## config.mk

```make
export PLATFORM = sky130hd
export DESIGN_NAME = operand_select_buffer_flat
export DESIGN_NICKNAME = d
export VERILOG_FILES = /design/src/rtl/operand_select_buffer_if.sv /design/src/rtl/operand_select_buffer.sv /design/src/flat_wrapper.sv
export SDC_FILE = /design/constraint.sdc
export NUM_CORES = 1
export LEC_CHECK = 0
export CELL_PAD_IN_SITES_DETAIL_PLACEMENT = 1
export CELL_PAD_IN_SITES_GLOBAL_PLACEMENT = 1
export CORE_MARGIN = 4
export CORE_UTILIZATION = 30
export CTS_CLUSTER_SIZE = 40
export DETAILED_ROUTE_END_ITERATION = 16
export PLACE_DENSITY_LB_ADDON = 0.1
export SLEW_MARGIN = 5
export SYNTH_ARGS = -nofsm -noshare
export SYNTH_HDL_FRONTEND = slang
export SYNTH_SLANG_ARGS = --single-unit
```

## constraint.sdc

```tcl
create_clock -name clock -period 3.1 [get_ports clock]
set_input_delay 0.31 -clock clock [delete_from_list [all_inputs] [get_ports clock]]
set_output_delay 0.31 -clock clock [all_outputs]
set_load 0.005 [all_outputs]
```

## src/rtl/operand_select_buffer_if.sv

```systemverilog
// Operand request / result bundle between the issue logic, the operand
// select buffer and the execute stage.
interface operand_select_buffer_if #(
    parameter int unsigned WIDTH = 16,
    parameter int unsigned NREGS = 8,
    parameter int unsigned SELW  = 3
);
    // Request side
    logic                   in_valid;
    logic                   in_ready;
    logic [SELW-1:0]        reg_select;
    logic                   reg_r_select;
    logic                   imm_select;
    logic [WIDTH-1:0]       imm;
    logic [WIDTH-1:0]       reg_r;
    logic [NREGS*WIDTH-1:0] regs;

    // Execute side
    logic                   out_valid;
    logic                   out_ready;
    logic [WIDTH-1:0]       out_data;
    logic [1:0]             out_src;

    // Occupancy
    logic [1:0]             count;

    // Requester / consumer view
    modport master (
        output in_valid, reg_select, reg_r_select, imm_select, imm, reg_r, regs, out_ready,
        input  in_ready, out_valid, out_data, out_src, count
    );

    // Buffer view
    modport slave (
        input  in_valid, reg_select, reg_r_select, imm_select, imm, reg_r, regs, out_ready,
        output in_ready, out_valid, out_data, out_src, count
    );
endinterface

```

## src/rtl/operand_select_buffer.sv

```systemverilog
// Registered operand multiplexer: picks reg_r, imm or a bank register, and
// captures the value with a source tag into a 2-entry FIFO skid buffer that
// feeds the execute stage over a valid/ready handshake.
module operand_select_buffer #(
    parameter int unsigned WIDTH = 16,
    parameter int unsigned NREGS = 8,
    parameter int unsigned SELW  = 3
) (
    input  logic                    clock,
    input  logic                    reset,
    operand_select_buffer_if.slave  bus
);

    localparam logic [1:0] SrcReg = 2'd0;
    localparam logic [1:0] SrcR   = 2'd1;
    localparam logic [1:0] SrcImm = 2'd2;
    localparam logic [1:0] SrcBad = 2'd3;

    // Encoding equals the occupancy so count is taken straight from the state.
    typedef enum logic [1:0] {
        StEmpty = 2'd0,
        StOne   = 2'd1,
        StFull  = 2'd2
    } state_e;

    typedef struct packed {
        logic [1:0]       src;
        logic [WIDTH-1:0] data;
    } entry_t;

    state_e           state_q, state_d;
    entry_t           slot_q [2];
    logic             wr_ptr_q;
    logic             rd_ptr_q;

    logic [WIDTH-1:0] sel_data;
    logic [1:0]       sel_src;
    logic             push;
    logic             pop;
    logic             in_ready;
    logic             out_valid;
    entry_t           head;

    // Source selection by priority: reg_r, then imm, then in-range bank register.
    always_comb begin
        sel_data = '0;
        sel_src  = SrcBad;
        if (bus.reg_r_select) begin
            sel_data = bus.reg_r;
            sel_src  = SrcR;
        end else if (bus.imm_select) begin
            sel_data = bus.imm;
            sel_src  = SrcImm;
        end else begin
            // Walk only the populated indices so an out-of-range select never
            // reads past the bank; it falls through as zero data / bad tag.
            for (int k = 0; k < int'(NREGS); k++) begin
                if (bus.reg_select == SELW'(k)) begin
                    sel_data = bus.regs[k*WIDTH +: WIDTH];
                    sel_src  = SrcReg;
                end
            end
        end
    end

    // Handshake qualifiers; ready/valid depend only on registered state.
    always_comb begin
        in_ready  = (state_q != StFull);
        out_valid = (state_q != StEmpty);
        push      = bus.in_valid & in_ready;
        pop       = out_valid & bus.out_ready;
    end

    // Occupancy next-state.
    always_comb begin
        state_d = state_q;
        unique case (state_q)
            StEmpty: begin
                if (push) begin
                    state_d = StOne;
                end
            end
            StOne: begin
                // Simultaneous push and pop keeps one entry: the new one.
                if (push && !pop) begin
                    state_d = StFull;
                end else if (pop && !push) begin
                    state_d = StEmpty;
                end
            end
            StFull: begin
                if (pop) begin
                    state_d = StOne;
                end
            end
            default: begin
                state_d = StEmpty;
            end
        endcase
    end

    // State register.
    always_ff @(posedge clock) begin
        if (reset) begin
            state_q <= StEmpty;
        end else begin
            state_q <= state_d;
        end
    end

    // Slot storage and pointers; operands are sampled only on the push edge.
    always_ff @(posedge clock) begin
        if (reset) begin
            slot_q[0] <= '0;
            slot_q[1] <= '0;
            wr_ptr_q  <= 1'b0;
            rd_ptr_q  <= 1'b0;
        end else begin
            if (push) begin
                slot_q[wr_ptr_q] <= '{src: sel_src, data: sel_data};
                wr_ptr_q         <= ~wr_ptr_q;
            end
            if (pop) begin
                rd_ptr_q <= ~rd_ptr_q;
            end
        end
    end

    // Head presentation; zeroed while the buffer is empty.
    always_comb begin
        head = out_valid ? slot_q[rd_ptr_q] : '0;
        bus.in_ready  = in_ready;
        bus.out_valid = out_valid;
        bus.out_data  = head.data;
        bus.out_src   = head.src;
        bus.count     = state_q;
    end

endmodule

```

## src/flat_wrapper.sv

```systemverilog
// flat-port wrapper written by rule: the top's interface ports become plain ports
module operand_select_buffer_flat 
#(
    parameter int unsigned WIDTH = 16,
    parameter int unsigned NREGS = 8,
    parameter int unsigned SELW  = 3
)
  (clock, reset, bus_in_valid, bus_reg_select, bus_reg_r_select, bus_imm_select, bus_imm, bus_reg_r, bus_regs, bus_out_ready, bus_in_ready, bus_out_valid, bus_out_data, bus_out_src, bus_count);
  operand_select_buffer_if #(.WIDTH(WIDTH), .NREGS(NREGS), .SELW(SELW)) bus_i ();
  input  logic clock;
  input  logic reset;
  input wire logic [$bits(bus_i.in_valid)-1:0] bus_in_valid;
  input wire logic [$bits(bus_i.reg_select)-1:0] bus_reg_select;
  input wire logic [$bits(bus_i.reg_r_select)-1:0] bus_reg_r_select;
  input wire logic [$bits(bus_i.imm_select)-1:0] bus_imm_select;
  input wire logic [$bits(bus_i.imm)-1:0] bus_imm;
  input wire logic [$bits(bus_i.reg_r)-1:0] bus_reg_r;
  input wire logic [$bits(bus_i.regs)-1:0] bus_regs;
  input wire logic [$bits(bus_i.out_ready)-1:0] bus_out_ready;
  output wire logic [$bits(bus_i.in_ready)-1:0] bus_in_ready;
  output wire logic [$bits(bus_i.out_valid)-1:0] bus_out_valid;
  output wire logic [$bits(bus_i.out_data)-1:0] bus_out_data;
  output wire logic [$bits(bus_i.out_src)-1:0] bus_out_src;
  output wire logic [$bits(bus_i.count)-1:0] bus_count;
  assign bus_i.in_valid = bus_in_valid;
  assign bus_i.reg_select = bus_reg_select;
  assign bus_i.reg_r_select = bus_reg_r_select;
  assign bus_i.imm_select = bus_imm_select;
  assign bus_i.imm = bus_imm;
  assign bus_i.reg_r = bus_reg_r;
  assign bus_i.regs = bus_regs;
  assign bus_i.out_ready = bus_out_ready;
  assign bus_in_ready = bus_i.in_ready;
  assign bus_out_valid = bus_i.out_valid;
  assign bus_out_data = bus_i.out_data;
  assign bus_out_src = bus_i.out_src;
  assign bus_count = bus_i.count;
  operand_select_buffer #(.WIDTH(WIDTH), .NREGS(NREGS), .SELW(SELW)) u_core (.clock(clock), .reset(reset), .bus(bus_i));
endmodule
```

# Word level (Yosys, flattened, before mapping)
# Memory sizes are Yosys's and may differ from the RTL's. A register that Yosys moved wholly into a read port is not among the register bits.
# Cells that the tools add are included.
[totals] regBits=4 latchBits=0 ramBits=36 romBits=0 input_bits=169 output_inout_bits=22 wordCells=66 mem_count=1
[memory_table] name="u_core.slot_q" depth=2 word_bits=18 rd=1 rd_clocked_by_memory_dff=1 write_ports=2 line_no="operand_select_buffer.sv:32" rtl="entry_t slot_q [2];"
[classes] n_addsub=0 multipliers=0 n_div=0 order_cmp=0 eq_ne=13 n_shift=0 mux=36 bitwise_logic=4 n_reduce_logical=9
[op_table] operator="$mux W16" n=10
[op_table] operator="$mux W18" n=2
[op_table] operator="$mux W2" n=14
[op_table] operator="$reduce_or A18 Y1" n=1
[op_table] operator="$eq A3 B3 Y1 const B" n=4
[op_table] operator="$mux W1" n=9
[op_table] operator="$eq A3 B2 Y1 const B" n=2
[op_table] operator="$pmux W2 S3" n=1
[op_table] operator="$ne A2 B1 Y1 const B" n=2
[op_table] operator="$eq A3 B1 Y1 const B" n=1
[op_table] operator="$logic_not A3 Y1" n=1
[op_table] operator="$ne A3 B1 Y1 const B" n=1
[op_table] operator="$reduce_and A3 Y1" n=1
[op_table] operator="$and A1 B1 Y1" n=2
[op_table] operator="$eq A2 B1 Y1 const B" n=1
[op_table] operator="$eq A2 B2 Y1 const B" n=1
[op_table] operator="$logic_and A1 B1 Y1" n=2
[op_table] operator="$logic_not A1 Y1" n=2
[op_table] operator="$logic_not A2 Y1" n=1
[op_table] operator="$ne A2 B2 Y1 const B" n=1
[op_table] operator="$not A1 Y1" n=2
[op_table] operator="$reduce_bool A2 Y1" n=1

# Depth between registers and ports, before layout
# Gate-level depths: netlist (run 1).
[depth] word_depth=12 mapped_depth=7 ltp_nobuf=4

# Worst setup path before layout (run 1)
# Ideal clock, no wire load.
[synth_timing] kind="register to register" from="reg u_core.state_q[0], in the netlist u_core.bus.count[0]" to="mem u_core.slot_q[0][0] (netlist name) (enable)" setup_ps=397 arrival_ps=1569 required_ps=2703 setup_slack_ps=1134 path_stages_with_launch=4 n_path_buf=0 period_less_slack_ps=1966 cell_sequence="dfxtp_1 nand2b_2 nand2_1 o21bai_1"
[synth_lines] element="from (decl)" line_no="operand_select_buffer.sv:31" rtl="state_e state_q, state_d;"
[synth_lines] element="from (signal assigned)" line_no="operand_select_buffer.sv:105" rtl="state_q <= StEmpty;"
[synth_lines] element="from (signal assigned)" line_no="operand_select_buffer.sv:107" rtl="state_q <= state_d;"
[synth_lines] element="to (decl)" line_no="operand_select_buffer.sv:32"

# Worst setup path in the final report (run 1)
[layout_timing] from="reg u_core.state_q[1], in the netlist u_core.bus.count[1]" to="out bus_out_data[9]"
[layout_between] elab_chain_len=2
[layout_lines] element="$reduce_bool A2 Y1" line_no="operand_select_buffer.sv:69" rtl="out_valid = (state_q != StEmpty);"
[layout_lines] element="$mux W18" line_no="operand_select_buffer.sv:131" rtl="head = out_valid ? slot_q[rd_ptr_q] : '0;"
[layout_lines] element="to (decl)" line_no="flat_wrapper.sv:22" rtl="output wire logic [$bits(bus_i.out_data)-1:0] bus_out_data;"
# No other way between the ends.

==> metrics.md, run 1 <==
| Metric | Value |
|---|---|
| Avg Inst Size Synth | `8.88 um^2` |
| Initial DRC Count | `142` |
| Syn Inst Count | `397` |
| TritonCTS Buffers | `5` |
| Seq cells post-synth | `41` |
| Clk sinks | `41` |
| Fraction of layout cells with a size suffix above 1 | `6.30%` |
| Via count | `3664` |
| Clock-pin slew on the worst setup and hold paths | `60 ps` |
| Chip width | `116 um` |
| Tightest slew margin relative to the limit | `41.3%` |
| Crit path max-delay family | `simple AND/OR/NAND/NOR gates` |
| Final period utilization | `70.7%` |
| Unrepaired setup endpoints after global routing | `no` |
| Worst path bufs/invs | `1` |
| Max Slew Vio Count | `0` |
| GP Congestion | `0.846` |
| CP Max Fanout | `19` |
| CP Cell Sequence | `nor2_2, nor2_1, clkdlybuf4s50_1` |
| Syn Std Cell Area | `3530 um^2` |
| Remaining global-route overflow | `0` |
| Hold WC Path Type | `reg2reg` |
| R2R Path Start | `u_core.bus.count[0]$_SDFFE_PP0P_` |
| Worst r2r path cells | `4` |
| H-tree depth | `2` |
| Crit. End Element | `output port` |
| Status | `complete, no violations` |
| Commonest non-fill, non-tap cell in the layout | `clkdlybuf4s50_1` |
| Post-synthesis cell type count | `39` |
| Final Net Count | `739` |
| Post-CTS Resized | `0` |
| Number of vias per cell | `5.13` |
| Dpl hpwl | `11.2 mm` |
| 1st-pass router iterations | `4` |
| Max stage delay cell, worst path | `nor2_2` |
| Critical Path End | `bus_out_data[9]` |
| Non-filler cells, final | `714` |
| I/O pins | `191` |
| Final hold violations | `0` |
| Placed insts | `706` |
| # DRC | `0` |
| Post-Place Setup Slack | `720 ps` |
| Worst stage delay on the critical path | `610 ps` |
| Maximum VDD drop | `0.401 mV` |
| Layout fillers | `1358` |
| Fmax achieved | `0.456 GHz` |
| Stages on worst setup path | `3` |
| Post-synthesis sequential area ratio | `33.5%` |
| Die Footprint | `13600 um^2` |
| Leakage | `0.00210 uW` |
| Setup TNS | `0 ps` |
| Hold slack final | `523 ps` |
| Root Buffer | `clkbuf_16` |
| Syn. warnings | `0` |
| R2R Setup Slk | `1140 ps` |
| Final setup vio count | `0` |
| Vias in the first global route | `3934` |
| Postcts setup bufs | `0` |
| IO Port Bufs | `190` |
| Initial antenna violation count | `0` |
| Std-Cell Rows | `39` |
| Worst skew pair latency | `280 ps` |
| Critical path class | `reg2out` |
| Initial Utilization | `30.8%` |
| First-pass GRT wire length | `20.3 mm` |
| Final wirelength | `13.4 mm` |
| Leading cell types in the layout, fill and taps excluded | `clkdlybuf4s50_1 (188), nor2_1 (69), mux2i_1 (49)` |
| Clk buf depth | `2` |
| Antenna cell count | `0` |
| # hold bufs at CTS | `0` |
| Die height | `116 um` |
| Clock skew | `2.64 ps` |
| Reg2reg end | `u_core.slot_q[1][0]$_SDFFCE_PN0P_` |
| Final ANT Viol Nets | `0` |
| Period minus WS final | `2190 ps` |
| Max-cap viol count | `0` |
| Final worst slack | `907 ps` |
| GRT Total Usage | `19.2%` |
| Syn_nets | `566` |
| Cell Pwr Density | `315 nW/um^2` |
| Core footprint | `11500 um^2` |
| Crit path launch type | `flop` |
| CTS tree | `yes` |
| Largest net degree at the start of global routing | `40` |
| Worst-Margin Slew | `880 ps` |
| Worst EP required | `2790 ps` |
| Wirelength per Cell | `18.8 um` |
| Crit path DAT | `1880 ps` |
| Setup crit start | `u_core.bus.count[1]$_SDFFE_PP0P_` |
| Area grow syn2layout | `59.6%` |
power breakdown:
| group | internal [uW] | switching (uW) |
|---|---|---|
| combinational | 349 | 261 |
| sequential | 649 | 14.9 |
| clock | 299 | 196 |
worst min-delay path: cells and delay by family, from the launching register on:
| family | cells | cell delay (ps) |
|---|---|---|
| and+or+nand+nor | 1 | 80 |
| DFF | 1 | 320 |
| xor gates and xnor gates | 1 | 90 |
Yosys cell counts:
cell      number  area share (%)
nand2b_2       1            0.25
dfxtp_1        5             2.8
nor3b_1        9             1.9
o31ai_1        8             1.7
o21ai_0       25             3.5
a221oi_2      10             4.3
and2b_1        1            0.21
edfxtp_1      36              31
or2_1          1            0.18
and2_1         1            0.18
and4_1         2            0.50
nor3_1         4            0.57
buf_4          5             1.1
buf_2         16             2.3
nand4b_1       1            0.25
o21bai_1       5             1.1
nor2b_1        8             1.4
nor2_1        70             7.4
mux4_2         2             1.3
o21ai_1        2            0.28
and4bb_2       1            0.35
mux2i_1       49              14
or3_1          1            0.18
a211oi_1       7             1.5
a21oi_1       23             3.3
nand2_1       34             3.6
and4b_1        3            0.85
o22ai_1       12             2.1
nor3_2         2            0.57
clkbuf_1       6            0.64
mux2_1         8             2.6
inv_1          5            0.53
nand2b_1       8             1.4
o22a_1        13             3.2
xor2_1         2            0.50
buf_6          4             1.3
nor2b_4        2            0.78
nand3b_1       3            0.64
buf_1          2            0.21
how the worst min path moves through the flow:
| stage | endpoint | cells after the start | slack [ps] | start |
|---|---|---|---|---|
| final | flop | 2 | 520 | u_core.rd_ptr_q$_SDFFE_PP0P_ |
| after global routing | u_core.rd_ptr_q$_SDFFE_PP0P_ | 2 | 570 | u_core.rd_ptr_q$_SDFFE_PP0P_ |
| after CTS | u_core.rd_ptr_q$_SDFFE_PP0P_ | 2 | 530 | u_core.rd_ptr_q$_SDFFE_PP0P_ |
| after detailed placement | u_core.rd_ptr_q$_SDFFE_PP0P_ | 2 | 520 | u_core.rd_ptr_q$_SDFFE_PP0P_ |
| after global placement | u_core.rd_ptr_q$_SDFFE_PP0P_ | 2 | 490 | u_core.rd_ptr_q$_SDFFE_PP0P_ |
| after floorplan | u_core.bus.count[1]$_SDFFE_PP0P_ | 1 | 390 | bus_out_ready |
kinds of logic after synthesis:
kind of cell | synth area share, %
AO/OA/AOI/OAI | 21.0
XOR/XNOR | 0.497
buffers and inverters | 6.00
flip-flops | 33.5
multiplexers | 17.7
AND/OR/NAND/NOR | 21.3
metrics by stage:
step	power, uW	util (%)	area (um^2)
floorplan	955	-	3530
global placement	1280	47.9	5490
detailed placement	1290	47.9	5490
CTS	1780	49.1	5630
global route	1860	49.1	5630
finish	1770	49.1	5630
sequential cells by signal (all words and copies together) (netlist names), named ones only:
signal,count
u_core.bus.count,2
u_core.wr_ptr_q,1
u_core.slot_q,36
u_core.rd_ptr_q,1
metal layers:
metal,track usage (%),vias up,wire (um)
met2,34.2,128,6840
met3,3.47,17,784
met4,5.10,0,246
met1,23.8,1713,5560
met5,0,-,0
li1,-,1806,-
area by class of cell:
class | count | area, um^2 | share of cell area (%)
Timing Repair Buffer | 199 | 1970 | 35.0
Sequential cell | 41 | 1180 | 21.0
Multi-Input combinational cell | 318 | 2140 | 38.0
Tap cell | 143 | 179 | 3.18
Clock buffer | 8 | 136 | 2.42
Inverter | 5 | 18.8 | 0.333
Power figures use the tool's default switching activity.
==> run 2: changes to the inputs <==
--- a/config.mk
+++ b/config.mk
@@ -8,7 +8,7 @@
 export CELL_PAD_IN_SITES_DETAIL_PLACEMENT = 1
 export CELL_PAD_IN_SITES_GLOBAL_PLACEMENT = 1
 export CORE_MARGIN = 4
-export CORE_UTILIZATION = 30
+export CORE_UTILIZATION = 25
 export CTS_CLUSTER_SIZE = 40
 export DETAILED_ROUTE_END_ITERATION = 16
 export PLACE_DENSITY_LB_ADDON = 0.1
==> constraint.sdc (replaced) <==
create_clock -name clock -period 1.8 [get_ports clock]
set_input_delay 0.18 -clock clock [delete_from_list [all_inputs] [get_ports clock]]
set_output_delay 0.18 -clock clock [all_outputs]
set_load 0.005 [all_outputs]
==> run 2 against run 1 <==
Compared with the run above: combinational power increased by 95%; core utilization decreased by 4.9 points; highest routed layer unchanged; setup slack got worse by 870 ps.
==> metrics.md, run 2 (synthesis results as in run 1) <==
| Metric | Value |
|---|---|
| Flop pwr share | `36.1%` |
| Reg2reg end | `u_core.slot_q[0][9]$_SDFFCE_PN0P_` |
| Max Slew Vio Count | `0` |
| Number of vias per cell | `4.81` |
| Non-filler cells, final | `784` |
| Clock-pin slew on the worst setup and hold paths | `50 ps` |
| Final wirelength | `14.4 mm` |
| Worst-Margin Slew | `385 ps` |
| Hold path depth | `2` |
| Maximum VDD drop | `0.270 mV` |
| GRT Total Usage | `17.5%` |
| Placed insts | `773` |
| Hold WC Path Type | `reg2reg` |
| Vias in the first global route | `4064` |
| R2R Setup Slk | `330 ps` |
| First-pass GRT wire length | `22.3 mm` |
| Post-Place Setup Slack | `-303 ps` |
| Clk sinks | `41` |
| P_int | `2320 uW` |
| Std-Cell Rows | `43` |
| Final Net Count | `772` |
| Final worst slack | `34.3 ps` |
| Final period utilization | `98.1%` |
| Initial DRC Count | `129` |
| Hold slack final | `523 ps` |
| Area grow syn2layout | `73.1%` |
| Critical path class | `reg2out` |
| Layout fillers | `1597` |
| Net Switching | `871 uW` |
| Max stage delay cell, worst path | `clkdlybuf4s50_1` |
| CP Cell Sequence | `buf_12, mux2i_2, nor2_1, clkdlybuf4s50_1` |
| I/O pins | `191` |
| Leakage | `0.00237 uW` |
| Final setup vio count | `0` |
| 1st-pass router iterations | `4` |
| Fraction of layout cells with a size suffix above 1 | `13.7%` |
| Worst stage delay on the critical path | `450 ps` |
| Via count | `3768` |
| Reg area | `1190 um^2` |
| # DRC | `0` |
| Chip width | `127 um` |
| CP Max Fanout | `9` |
| Unrepaired setup endpoints after global routing | `yes` |
| Dpl hpwl | `12.1 mm` |
| Period minus WS final | `1770 ps` |
| Commonest non-fill, non-tap cell in the layout | `clkdlybuf4s50_1` |
| Hold Crit Start | `u_core.rd_ptr_q$_SDFFE_PP0P_` |
| Root Buffer | `clkbuf_16` |
| Setup TNS | `0 ps` |
| Clock skew | `4.28 ps` |
| Worst r2r path cells | `4` |
| Crit path DAT | `1590 ps` |
| Biggest register | `u_core.slot_q` |
| Final ANT Viol Nets | `0` |
| Initial Utilization | `25.5%` |
| Max-cap viol count | `0` |
| Leading cell types in the layout, fill and taps excluded | `clkdlybuf4s50_1 (184), nor2_1 (68), mux2i_1 (45)` |
| IO Port Bufs | `190` |
| R2R Path Start | `u_core.bus.count[0]$_SDFFE_PP0P_` |
| # hold bufs at CTS | `0` |
| Status | `complete, no violations` |
| Post-layout power | `3190 uW` |
| Sw Share | `27.3%` |
| CTS tree | `yes` |
| Clk buf depth | `2` |
| Worst EP required | `1620 ps` |
| Largest net degree at the start of global routing | `38` |
| Multi-input logic area | `2200 um^2` |
| Antenna cell count | `0` |
| Crit path launch type | `flop` |
| GP Congestion | `0.828` |
| Clock group share of total power | `26.6%` |
| Crit. End Element | `output port` |
| Core footprint | `13800 um^2` |
| Worst skew pair latency | `290 ps` |
| Initial antenna violation count | `0` |
| Wirelength per Cell | `18.3 um` |
| Fmax achieved | `0.566 GHz` |
| TritonCTS Buffers | `5` |
| H-tree depth | `2` |
| Cell Pwr Density | `523 nW/um^2` |
| Final hold violations | `0` |
| Die Footprint | `16100 um^2` |
| Die height | `127 um` |
| Remaining global-route overflow | `0` |
| Comb pwr share | `37.3%` |
| Max reg flops | `36` |
| Tightest slew margin relative to the limit | `74.3%` |
run 2: worst max-delay path by stage:
stage / from / endpoint / slack (ps)
finish: flop / bus_out_data[14] / 30
global route: flop / bus_out_data[6] / -40
CTS: flop / bus_out_data[2] / -40
detailed placement: bus_reg_select[2] / u_core.slot_q[1][4]$_SDFFCE_PN0P_ / -300
global placement: bus_reg_select[2] / u_core.slot_q[1][9]$_SDFFCE_PN0P_ / -210
floorplan: u_core.bus.count[0]$_SDFFE_PP0P_ / u_core.slot_q[1][0]$_SDFFCE_PN0P_ / 170
run 2: metal layers:
| layer | up-vias | GRT usage (%) | part of all wire (%) |
|---|---|---|---|
| met5 | - | 0 | 0 |
| met4 | 0 | 3.22 | 0.77 |
| met3 | 7 | 3.83 | 4.9 |
| met2 | 101 | 30.5 | 50 |
| met1 | 1791 | 22.5 | 44 |
| li1 | 1869 | - | - |
run 2: critical path: cells and delay by family, from the launching register on:
| family | cells | cell delay [ps] |
|---|---|---|
| buffers and inverters | 2 | 600 |
| flip-flops | 1 | 370 |
| multiplexers | 1 | 260 |
| AND/OR/NAND/NOR | 1 | 60 |
run 2: repair_timing:
item | 4_1_cts | 5_1_grt
setup endpoints to repair | 17 | 37
resized for setup | 9 | 18
setup buffers | 0 | 2
gates cloned | 0 | 1
pin swaps | 0 | 1
run 2: area by class of cell:
cell class	instances	share of cell area [%]
repair buffers	232	38.3
multi-input cells	318	36.0
flip-flops and latches	41	19.5
well taps	180	3.69
clock buffers	5	2.05
inverters	5	0.307
clock inverters	3	0.205
run 2: power by group through the flow:
stage	clock (uW)	combinational [uW]	sequential, uW
detailed placement	0	1160	1170
finish	850	1190	1150
floorplan	0	489	1160
global route	921	1290	1160
CTS	878	1170	1150
global placement	0	1150	1160
run 2: metrics by stage:
stage	cell area (um^2)	util, %
2_1_floorplan	3530	-
3_3_place_gp	5840	42.2
3_5_place_dp	5840	42.2
4_1_cts	6000	43.4
5_1_grt	6110	44.2
6_report	6110	44.2
